$ cat src/rtl/j1_io_port.sv
// j1_io_port: I/O-space responder for the j1 core (TX FIFO, RX FIFO, STATUS, tick counter).
// Latency: io_din is registered, so data appears one cycle after io_rd; FIFO pushes reach the head next cycle.
// Backpressure: pause stalls CPU writes to a full TX FIFO; RX has none, so overflow drops the byte and sets ovf.
// Build option: define J1_IO_TICKS_EN to include the 16-bit free-running tick counter.

module j1_io_fifo #(
    parameter int LOG2 = 4
) (
    input  logic       clk,
    input  logic       resetq,
    input  logic       push,
    input  logic       pop,
    input  logic [7:0] wr_dat,
    output logic [7:0] rd_dat,
    output logic       empty,
    output logic       full
);
    // Byte FIFO. The caller qualifies push and pop, so this block never sees an illegal request.
    // The caller may push while full only if it also pops in the same cycle.
    localparam int DEPTH = 1 << LOG2;
    localparam logic [LOG2-1:0] PTR_ONE = 1;
    localparam logic [LOG2:0]   CNT_ONE = 1;

    logic [7:0]      mem_q [DEPTH];
    logic [7:0]      mem_d [DEPTH];
    logic [LOG2-1:0] wr_ptr_q, wr_ptr_d;
    logic [LOG2-1:0] rd_ptr_q, rd_ptr_d;
    logic [LOG2:0]   count_q, count_d;

    assign rd_dat = mem_q[rd_ptr_q];
    assign empty  = (count_q == '0);
    assign full   = count_q[LOG2];

    // Next-state: write at the tail, advance the pointers, and track occupancy.
    always_comb begin
        mem_d    = mem_q;
        wr_ptr_d = wr_ptr_q;
        rd_ptr_d = rd_ptr_q;
        count_d  = count_q;
        if (push) begin
            mem_d[wr_ptr_q] = wr_dat;
            wr_ptr_d        = wr_ptr_q + PTR_ONE;
        end
        if (pop) begin
            rd_ptr_d = rd_ptr_q + PTR_ONE;
        end
        case ({push, pop})
            2'b10:   count_d = count_q + CNT_ONE;
            2'b01:   count_d = count_q - CNT_ONE;
            default: count_d = count_q;
        endcase
    end

    // State registers. Reset discards the contents at once.
    always_ff @(posedge clk or negedge resetq) begin
        if (!resetq) begin
            mem_q    <= '{default: '0};
            wr_ptr_q <= '0;
            rd_ptr_q <= '0;
            count_q  <= '0;
        end else begin
            mem_q    <= mem_d;
            wr_ptr_q <= wr_ptr_d;
            rd_ptr_q <= rd_ptr_d;
            count_q  <= count_d;
        end
    end
endmodule

module j1_io_port #(
    parameter int TX_LOG2 = 4,
    parameter int RX_LOG2 = 4
) (
    input  logic        clk,
    input  logic        resetq,
    input  logic        io_rd,
    input  logic        io_wr,
    input  logic [15:0] io_addr,
    input  logic [15:0] io_dout,
    output logic [15:0] io_din,
    output logic        pause,
    output logic [7:0]  tx_data,
    output logic        tx_valid,
    input  logic        tx_ready,
    input  logic [7:0]  rx_data,
    input  logic        rx_strobe
);
    logic        sel_data, sel_status, sel_ticks;
    logic        tx_push, tx_pop, tx_empty, tx_full;
    logic        rx_push, rx_pop, rx_empty, rx_full;
    logic [7:0]  rx_head;
    logic [15:0] ticks_val;
    logic [15:0] io_din_q, io_din_d;
    logic        ovf_q, ovf_d;
    logic        unused_bits;

    assign sel_data   = (io_addr[15:12] == 4'h1);
    assign sel_status = (io_addr[15:12] == 4'h2);
    assign sel_ticks  = (io_addr[15:12] == 4'h4);

    // A DATA write to a full TX FIFO stalls the CPU. The write stays held and lands
    // in the first cycle the FIFO has room. A pop in the full cycle frees the slot
    // only for the following cycle.
    assign pause   = io_wr & sel_data & tx_full;
    assign tx_push = io_wr & sel_data & ~tx_full;
    assign tx_pop  = tx_valid & tx_ready;

    // An empty DATA read is harmless: it returns zero and does not pop.
    // An RX push into a full FIFO is accepted only when the same cycle pops.
    assign rx_pop  = io_rd & sel_data & ~rx_empty;
    assign rx_push = rx_strobe & (~rx_full | rx_pop);

    assign tx_valid = ~tx_empty;
    assign io_din   = io_din_q;

    // Tie off the address and data bits that are never decoded.
    assign unused_bits = ^{io_addr[11:0], io_dout[15:8]};

    j1_io_fifo #(.LOG2(TX_LOG2)) u_tx_fifo (
        .clk    (clk),
        .resetq (resetq),
        .push   (tx_push),
        .pop    (tx_pop),
        .wr_dat (io_dout[7:0]),
        .rd_dat (tx_data),
        .empty  (tx_empty),
        .full   (tx_full)
    );

    j1_io_fifo #(.LOG2(RX_LOG2)) u_rx_fifo (
        .clk    (clk),
        .resetq (resetq),
        .push   (rx_push),
        .pop    (rx_pop),
        .wr_dat (rx_data),
        .rd_dat (rx_head),
        .empty  (rx_empty),
        .full   (rx_full)
    );

`ifdef J1_IO_TICKS_EN
    logic [15:0] ticks_q, ticks_d;

    // Free-running counter. A CPU load wins over the increment.
    always_comb begin
        ticks_d = ticks_q + 16'd1;
        if (io_wr & sel_ticks) begin
            ticks_d = io_dout;
        end
    end

    // Tick counter register.
    always_ff @(posedge clk or negedge resetq) begin
        if (!resetq) begin
            ticks_q <= 16'h0000;
        end else begin
            ticks_q <= ticks_d;
        end
    end

    assign ticks_val = ticks_q;
`else
    assign ticks_val = 16'h0000;
`endif

    // Read mux and the sticky overflow flag.
    // A drop in the same cycle as a clear leaves ovf set, so the event is not lost.
    always_comb begin
        io_din_d = io_din_q;
        ovf_d    = ovf_q;
        if (io_rd) begin
            case (io_addr[15:12])
                4'h1:    io_din_d = rx_empty ? 16'h0000 : {8'h00, rx_head};
                4'h2:    io_din_d = {12'h000, ovf_q, tx_empty, ~tx_full, ~rx_empty};
                4'h4:    io_din_d = ticks_val;
                default: io_din_d = 16'h0000;
            endcase
        end
        if (io_wr & sel_status & io_dout[3]) begin
            ovf_d = 1'b0;
        end
        if (rx_strobe & rx_full & ~rx_pop) begin
            ovf_d = 1'b1;
        end
    end

    // Read data and overflow registers.
    always_ff @(posedge clk or negedge resetq) begin
        if (!resetq) begin
            io_din_q <= 16'h0000;
            ovf_q    <= 1'b0;
        end else begin
            io_din_q <= io_din_d;
            ovf_q    <= ovf_d;
        end
    end
endmodule

$ cat config.mk
export PLATFORM = sky130hd
export DESIGN_NAME = j1_io_port
export DESIGN_NICKNAME = d
export VERILOG_FILES = /design/src/rtl/j1_io_port.sv
export SDC_FILE = /design/constraint.sdc
export NUM_CORES = 1
export LEC_CHECK = 0
export CORE_MARGIN = 4
export CORE_UTILIZATION = 40
export CTS_CLUSTER_SIZE = 10
export DETAILED_ROUTE_END_ITERATION = 6
export DONT_BUFFER_PORTS = 1
export HOLD_SLACK_MARGIN = 0.1
export PLACE_DENSITY = 0.63
export SLEW_MARGIN = 20
export SYNTH_ARGS = -nofsm -noshare
export SYNTH_HDL_FRONTEND = slang
export SYNTH_HIERARCHICAL = 1
export SYNTH_SLANG_ARGS = --single-unit
export TNS_END_PERCENT = 30
$ cat constraint.sdc
create_clock -name clk -period 4.4 [get_ports clk]
set_input_delay 0.66 -clock clk [delete_from_list [all_inputs] [get_ports clk]]
set_output_delay 0.66 -clock clk [all_outputs]
set_load 0.03 [all_outputs]
==> results of run 1 <==
==> power groups by stage <==
stage | Combinational (mW) | Clock (mW) | Sequential (mW)
2_1_floorplan | 2.21 | 0 | 3.71
3_3_place_gp | 2.25 | 0 | 4.04
3_5_place_dp | 2.31 | 0 | 4.07
4_1_cts | 2.31 | 2.66 | 4.02
5_1_grt | 2.48 | 2.78 | 4.12
6_report | 2.29 | 2.56 | 4.01
==> state kept, by name (all words and copies together) (netlist names) <==
signal	cells
u_rx_fifo/mem_q	128
u_tx_fifo/mem_q	128
io_din	8
u_rx_fifo/count_q	5
u_tx_fifo/count_q	5
u_rx_fifo/rd_ptr_q	4
u_rx_fifo/wr_ptr_q	4
u_tx_fifo/rd_ptr_q	4
u_tx_fifo/wr_ptr_q	4
ovf_q	1
==> cells in the mapped netlist, types with 3 or more instances <==
cell type    n  share of area [%]
o21ai_0      4               0.14
nand2b_1     5               0.23
and2_1      10               0.45
a21oi_1      5               0.18
inv_1        9               0.24
mux4_1      28                5.3
nor2_1      17               0.46
mux2_1       7               0.57
buf_2        9               0.33
clkbuf_1    30               0.81
mux2_2     253                 21
a22o_1       4               0.25
nor2b_1     12               0.54
xor2_1      11               0.70
a22oi_1     32                1.7
nand2_2     18               0.81
mux4_2      35                5.7
a221o_1      3               0.22
nand2_1     33               0.90
xnor2_1     11               0.70
nand4_1      6               0.27
buf_4       19                1.0
buf_6        5               0.41
nor3b_1      3               0.16
ha_1        18                1.6
dfrtp_1    291                 53
==> through the flow <==
step | utilization [%] | cells | hold WS (ps) | power [mW] | worst slack [ps]
2_1_floorplan | - | 930 | 364 | 5.91 | 1320
5_1_grt | 44.5 | 1362 | -193 | 9.39 | 811
3_5_place_dp | 41.6 | 1318 | 398 | 6.37 | 1040
6_report | 44.5 | 1362 | -164 | 8.86 | 993
4_1_cts | 44.5 | 1362 | -164 | 9.00 | 905
3_3_place_gp | 41.6 | 1318 | 398 | 6.29 | 1060
==> kinds of logic (layout without fill, tap and decap cells) <==
kind of cell | Yosys count | count (layout)
flops | 291 | 291
fa+ha+maj | 18 | 18
xor+xnor | 22 | 22
mux | 324 | 324
buf+inv | 77 | 61
other cells | 1 | 8
compound gates | 66 | 66
simple gates | 124 | 124
==> cells in the final DEF (no fill, tap or decap), drive strengths merged, types with 13 or more instances in the layout <==
cell,n
mux4,64
dfrtp,291
ha,18
nand2,51
clkbuf,41
mux2,260
a22oi,32
nor2,17
nor2b,13
==> layout make-up <==
class / count / area share, %
Sequential cell: 291 / 48.4
Multi-Input combinational cell: 562 / 40.7
Clock buffer: 41 / 6.11
Tap cell: 448 / 3.72
Timing Repair Buffer: 7 / 0.432
Clock inverter: 3 / 0.366
Inverter: 10 / 0.249
==> final timing paths <==
kind	startpoint	endpoint	cells after the start
setup / recovery	u_tx_fifo/rd_ptr_q[0]	tx_data[2]	4
hold / removal	resetq	io_din[1]	0
setup reg to reg	u_rx_fifo/count_q[1]	u_rx_fifo/count_q[4]	14
hold reg to reg	u_tx_fifo/mem_q[14]	u_tx_fifo/mem_q[14]	1
max in group asynchronous	resetq	u_rx_fifo/rd_ptr_q[0]	0
min in group clk	io_dout[6]	u_tx_fifo/mem_q[22]	1
==> metal layers <==
layer	up-vias	GRT usage, %	routed length, µm
li1	3376	-	-
met1	3964	19.8	12600
met2	131	25.6	14300
met3	43	3.82	1420
met4	0	4.22	648
met5	-	0	0
==> worst max-delay path: cells and delay by family (launching register included) <==
| kind | cells | cell delay [ps] |
|---|---|---|
| flops | 1 | 710 |
| compound gates | 1 | 280 |
| mux | 1 | 580 |
| simple gates | 1 | 280 |
| buf+inv | 1 | 350 |
==> run summary, run 1 <==
status: finished with violations
violated checks: negative hold slack
antenna violations before repair: 0
library cells used by synthesis: 57
Fmax: 294 MHz
first-pass GRT wire length: 45500 µm
DR pass1 iterations: 6
DP Area: 14100 µm²
CTS Buf Count: 35
kind of critical path: reg2out
most used flip-flop cell after synthesis: dfrtp_1
WL/cell: 21.3 µm
Critical Path Fanout Max: 15
Setup TNS: 0 ps
drc violations: 0
crit path DAT: 2750 ps
DR vias/cell: 5.52
num rows: 67
largest net degree at the start of global routing: 292
Leak Pwr: 7.06 nW
worst-margin pin slew: 948 ps
CTS resizes: 0
final instance area: 15100 µm²
Worst Skew: 23.6 ps
Final nets: 971
yosys warns: 6
worst hold margin: -164 ps
H-tree depth: 2
max_cap viols: 0
Crit. End Element: primary output
largest family of logic cells by synthesized area: multiplexers
area grow syn2layout: 8.80%
proportion of layout cells with a drive suffix above 1: 39.9%
CTS root buf: clkbuf_16
clock share of power: 28.9%
setup repair after global routing missed its margin: false
vias in the first global route: 7838
Port Buf Inserts: 0
CTS sink count: 291
Post-Syn Area: 13800 µm²
sw frac: 29.0%
Psw: 2.57 mW
HP Class: in2async
Die Width: 194 µm
period utilization: 77.4%
height of the die: 194 µm
die area: 37600 µm²
CP Cell Sequence: buf_4 > mux4_1 > a22oi_1 > nand2_1
Syn Inst Count: 923
Clock Latency Late Sink: 520 ps
Gate power share: 25.8%
Slew Viols, Final: 0
XOR/XNOR Fraction of Synth Area: 1.39%
CTS tree: done
total track usage: 15.2%
Compound-Gate Fraction of Synth Area: 3.60%
sequential share of the synthesized area: 52.6%
R2R setup slack: 1020 ps
Routed Antenna Nets: 0
worst slew margin relative to its limit: 36.8%
post-synthesis mux area share: 32.4%
postcts setup bufs: 0
Internal: 6.29 mW
io pins: 72
drt first-iter violations: 339
startpoint type of the worst setup path: flip-flop
FF/Latch Area: 7280 µm²
Post-Route WL: 29000 µm
area occupied by multi-input gates: 6130 µm²
Post-synth ARST share: 100%
Post-synth EDFFs: 0
WP data required: 3740 ps
setup violators final: 0
Synth Area in Simple Gates: 5.14%
Adder-Cell Fraction of Synth Area: 1.63%
fillcell total: 3041
core box area: 33900 µm²
Longest Clk Path Bufs: 3
CP max-delay cell: dfrtp_2
post-synthesis average cell area: 15.0 µm²
PD cells: 589 nW/µm²
final hold violation count: 291
Post-DP HPWL: 17800 µm
routed vias: 7514
Routability Congestion: 0.746
fin crit period: 3410 ps
#FFs+latches synth: 291
Seq pwr share: 45.3%
GRT Residual Overflow: 0
VDD IR-drop max: 0.329 mV
delay of the slowest cell on the worst path: 710 ps
Initial Util: 40.9%
Worst-path clk slew: 60 ps
Ant. Diodes: 0
Note: power is estimated with default switching activity, not from simulation.
==> run 2, diff against run 1 <==
- PLACE_DENSITY: 0.63 -> 0.65
- clock period: 4.4 -> 3.1 ns (I/O delays scaled with it)
==> run summary, run 2 (synthesis results as in run 1) <==
Leak Pwr: 7.24 nW
die area: 37600 µm²
area grow syn2layout: 11.4%
Clock Latency Late Sink: 520 ps
status: finished with violations
period utilization: 94.8%
Post-Route WL: 29500 µm
post-placement cell count: 1332
commonest non-fill, non-tap cell in the layout: dfrtp_1
CTS root buf: clkbuf_16
commonest non-fill, non-tap cells in the layout: 289 x dfrtp_1, 253 x mux2_2, 37 x clkbuf_16
fillcell total: 3016
startpoint type of the worst setup path: flip-flop
setup repair after global routing missed its margin: false
final hold violation count: 291
fin util: 45.5%
CTS tree: done
Final nets: 1008
routed vias: 7736
Fmax: 340 MHz
antenna violations before repair: 5
Slew Viols, Final: 0
Die Width: 194 µm
Port Buf Inserts: 0
first-pass GRT wire length: 47300 µm
WL/cell: 21.0 µm
max_cap viols: 0
DR pass1 iterations: 5
VDD IR-drop max: 0.500 mV
Routed Antenna Nets: 0
total track usage: 15.7%
PD cells: 827 nW/µm²
total chip power: 12.8 mW
Worst Skew: 19.9 ps
Setup TNS: 0 ps
H-tree depth: 2
CTS Buf Count: 36
core box area: 33900 µm²
kind of critical path: reg2out
Initial Util: 40.9%
Post-DP HPWL: 18100 µm
CTS sink count: 291
num rows: 67
Longest Clk Path Bufs: 3
GRT Residual Overflow: 0
Layout Cells excl Fill: 1406
setup violators final: 0
HP Class: in2async
WP data required: 2630 ps
DR vias/cell: 5.50
worst slew margin relative to its limit: 43.3%
Routability Congestion: 0.748
Critical Path Fanout Max: 15
violated checks: negative hold slack
Worst-path clk slew: 50 ps
largest net degree at the start of global routing: 292
Crit. Startpoint: u_tx_fifo/rd_ptr_q[0]
drt first-iter violations: 362
crit path DAT: 2470 ps
worst-margin pin slew: 849 ps
Critical R2R Launch: u_tx_fifo/count_q[0]
worst hold margin: -321 ps
drc violations: 0
fin crit period: 2940 ps
vias in the first global route: 8066
Crit. End Element: primary output
height of the die: 194 µm
io pins: 72
proportion of layout cells with a drive suffix above 1: 40.2%
## run 2: cell count changes in the layout (fill, tap and decap cells not counted), moves of 2 or more
cell,delta
buf_4,+13
clkbuf_1,+2
clkinv_2,+4
diode_2,+2
dlygate4sd3_1,+22
## run 2: power by group
part / total (mW) / leakage, nW / switching, mW / internal [mW]
Clock: 3.64 / 0.489 / 1.49 / 2.15
Combinational: 3.56 / 2.90 / 1.52 / 2.04
Sequential: 5.56 / 3.85 / 0.728 / 4.83
## run 2: worst max-delay path, cell delays in order, from the launching register on
cell and delay [ps]:
dfrtp_2 470, buf_4 340, mux4_1 590, a22oi_1 280, nand2_1 280
## run 2: layer usage
metal	track usage, %	vias to the layer above	wire, µm
met5	0	-	21
met3	3.68	56	1460
met4	4.51	4	700
met2	26.0	142	14400
li1	-	3451	-
met1	20.9	4083	12900
## run 2: area by class of cell
class,instances,area (µm²),share of cell area [%]
antenna,2,5.00,0.0325
clock buffer,44,952,6.18
clock inverter,6,37.5,0.243
inverter,10,37.5,0.243
multi-input combinational,562,6140,39.8
sequential,291,7280,47.3
tap,448,561,3.64
timing repair buffer,43,403,2.61
## run 2: through the flow
stage               worst slack, ps  cell area [µm²]
finish                          160            15400
detailed placement              178            14200
global placement                239            14200
CTS                             108            15400
global route                   22.7            15400
floorplan                      20.1            13900
## run 2: path summary, 6_finish.rpt
kind / endpoint / slack, ps / cells after the start
max: tx_data[4] / 160 / 4
max in group asynchronous: u_rx_fifo/rd_ptr_q[0] / 3030 / 0
min in group clk: u_tx_fifo/mem_q[123] / 120 / 1
min reg2reg: u_rx_fifo/mem_q[23] / 480 / 1
max reg2reg: u_tx_fifo/count_q[4] / 230 / 10
min: u_tx_fifo/mem_q[46] / -320 / 0
## run 2: timing repair
action                                 4_1_cts  5_1_grt
resized for setup                            0        1
hold buffers                                21        1
setup endpoints to repair                    0        1
buffers inserted                             0        0
endpoints found under the hold margin      541      292
==> run 3, diff against run 2 <==
- CORE_UTILIZATION: 40 -> 45
- PLACE_DENSITY: 0.65 -> 0.71
==> run summary, run 3 (synthesis results as in run 1) <==
Crit. End Element: primary output
first-pass GRT wire length: 47700 µm
Port Buf Inserts: 0
final hold violation count: 291
Internal: 8.96 mW
routed vias: 7805
Seq pwr share: 43.5%
Initial Util: 46.2%
VDD IR-drop max: 0.504 mV
DR pass1 iterations: 4
fillcell total: 2469
Die Width: 183 µm
FF/Latch Area: 7280 µm²
commonest non-fill, non-tap cell in the layout: dfrtp_1
CTS root buf: clkbuf_16
vias in the first global route: 8400
Final nets: 1008
Psw: 3.79 mW
period utilization: 92.2%
sw frac: 29.7%
drc violations: 0
worst-margin pin slew: 1000 ps
startpoint type of the worst setup path: flip-flop
kind of critical path: reg2out
Clock Latency Late Sink: 520 ps
Setup TNS: 0 ps
setup repair after global routing missed its margin: false
fin crit period: 2860 ps
Leak Pwr: 7.23 nW
area occupied by multi-input gates: 6140 µm²
antenna violations before repair: 0
worst slew margin relative to its limit: 33.2%
Critical Path Fanout Max: 35
proportion of layout cells with a drive suffix above 1: 39.6%
die area: 33600 µm²
Worst-path clk slew: 60 ps
Slew Viols, Final: 0
H-tree depth: 2
Worst Skew: 25.1 ps
Fmax: 350 MHz
WP data required: 2630 ps
violated checks: negative hold slack
Ant. Diodes: 0
delay of the slowest cell on the worst path: 610 ps
CTS sink count: 291
max_cap viols: 0
WL/cell: 22.3 µm
CTS tree: done
core box area: 30000 µm²
DR vias/cell: 5.81
PD cells: 831 nW/µm²
postcts setup bufs: 0
crit path DAT: 2390 ps
height of the die: 183 µm
GRT Residual Overflow: 0
commonest non-fill, non-tap cells in the layout: 289 x dfrtp_1, 253 x mux2_2, 36 x clkbuf_16
clock share of power: 28.0%
num rows: 63
Routed Antenna Nets: 0
CTS Buf Count: 35
Post-Route WL: 29900 µm
setup violators final: 0
Post-DP HPWL: 17800 µm
Longest Clk Path Bufs: 3
total track usage: 18.1%
area grow syn2layout: 10.8%
total chip power: 12.7 mW
HP Class: in2async
status: finished with violations
fin util: 51.2%
Gate power share: 28.5%
largest net degree at the start of global routing: 292
io pins: 72
worst hold margin: -340 ps
drt first-iter violations: 389
Routability Congestion: 0.754
CP Cell Sequence: buf_12 > mux4_1 > a22oi_1 > nand2_1
CP max-delay cell: mux4_1
-- run 3: critical path: cells and delay by family (launching register included) --
family                 cells  cell delay, ps
multiplexers               1             610
flip-flops                 1             370
AND/OR/NAND/NOR            1             310
buffers and inverters      1             270
AO/OA/AOI/OAI              1             320
-- run 3: metrics by stage --
step | hold WS [ps] | worst slack, ps | instances | cell area (µm²)
after detailed placement | 204 | 211 | 1270 | 14100
after floorplan | 169 | 20.1 | 930 | 13900
after CTS | -364 | 180 | 1342 | 15300
after global routing | -360 | 50.4 | 1343 | 15300
after global placement | 203 | 214 | 1270 | 14100
final | -340 | 243 | 1343 | 15300
-- run 3: power by group through the flow --
| stage | registers (mW) | logic (mW) | clock network [mW] |
|---|---|---|---|
| 6_report | 5.55 | 3.63 | 3.57 |
| 3_5_place_dp | 5.60 | 3.57 | 0 |
| 2_1_floorplan | 5.26 | 3.13 | 0 |
| 5_1_grt | 5.68 | 3.94 | 3.83 |
| 3_3_place_gp | 5.55 | 3.47 | 0 |
| 4_1_cts | 5.54 | 3.66 | 3.67 |
-- run 3: per-layer routing --
metal	vias to the layer above	track usage, %	part of all wire (%)
met3	55	3.31	3.9
met1	4167	23.0	42
met2	136	31.8	51
met4	0	5.66	2.7
met5	-	0	0
li1	3447	-	-
-- run 3: cell type report --
type	count	share of cell area [%]
Timing Repair Buffer	44	2.76
Sequential cell	291	47.5
Multi-Input combinational cell	562	40.0
Clock inverter	3	0.196
Clock buffer	43	6.11
Inverter	10	0.245
Tap cell	390	3.18
-- run 3: final timing paths --
check | start | endpoint | slack, ps | depth (start not counted)
worst max register to register | u_tx_fifo/count_q[1] | u_tx_fifo/count_q[4] | 260 | 10
min in group clk | rx_data[5] | u_rx_fifo/mem_q[101] | 120 | 1
worst min register to register | ovf_q | ovf_q | 490 | 1
worst max-delay path | u_tx_fifo/rd_ptr_q[0] | tx_data[3] | 240 | 4
worst min-delay path | resetq | u_rx_fifo/count_q[1] | -340 | 0
max in group asynchronous | resetq | u_tx_fifo/wr_ptr_q[3] | 2610 | 0
-- run 3: what timing repair did --
item                                   4_1_cts  5_1_grt
gates resized for setup                      0        1
hold buffers                                26        1
endpoints found under the hold margin      513      292
setup endpoints to repair                    0        1
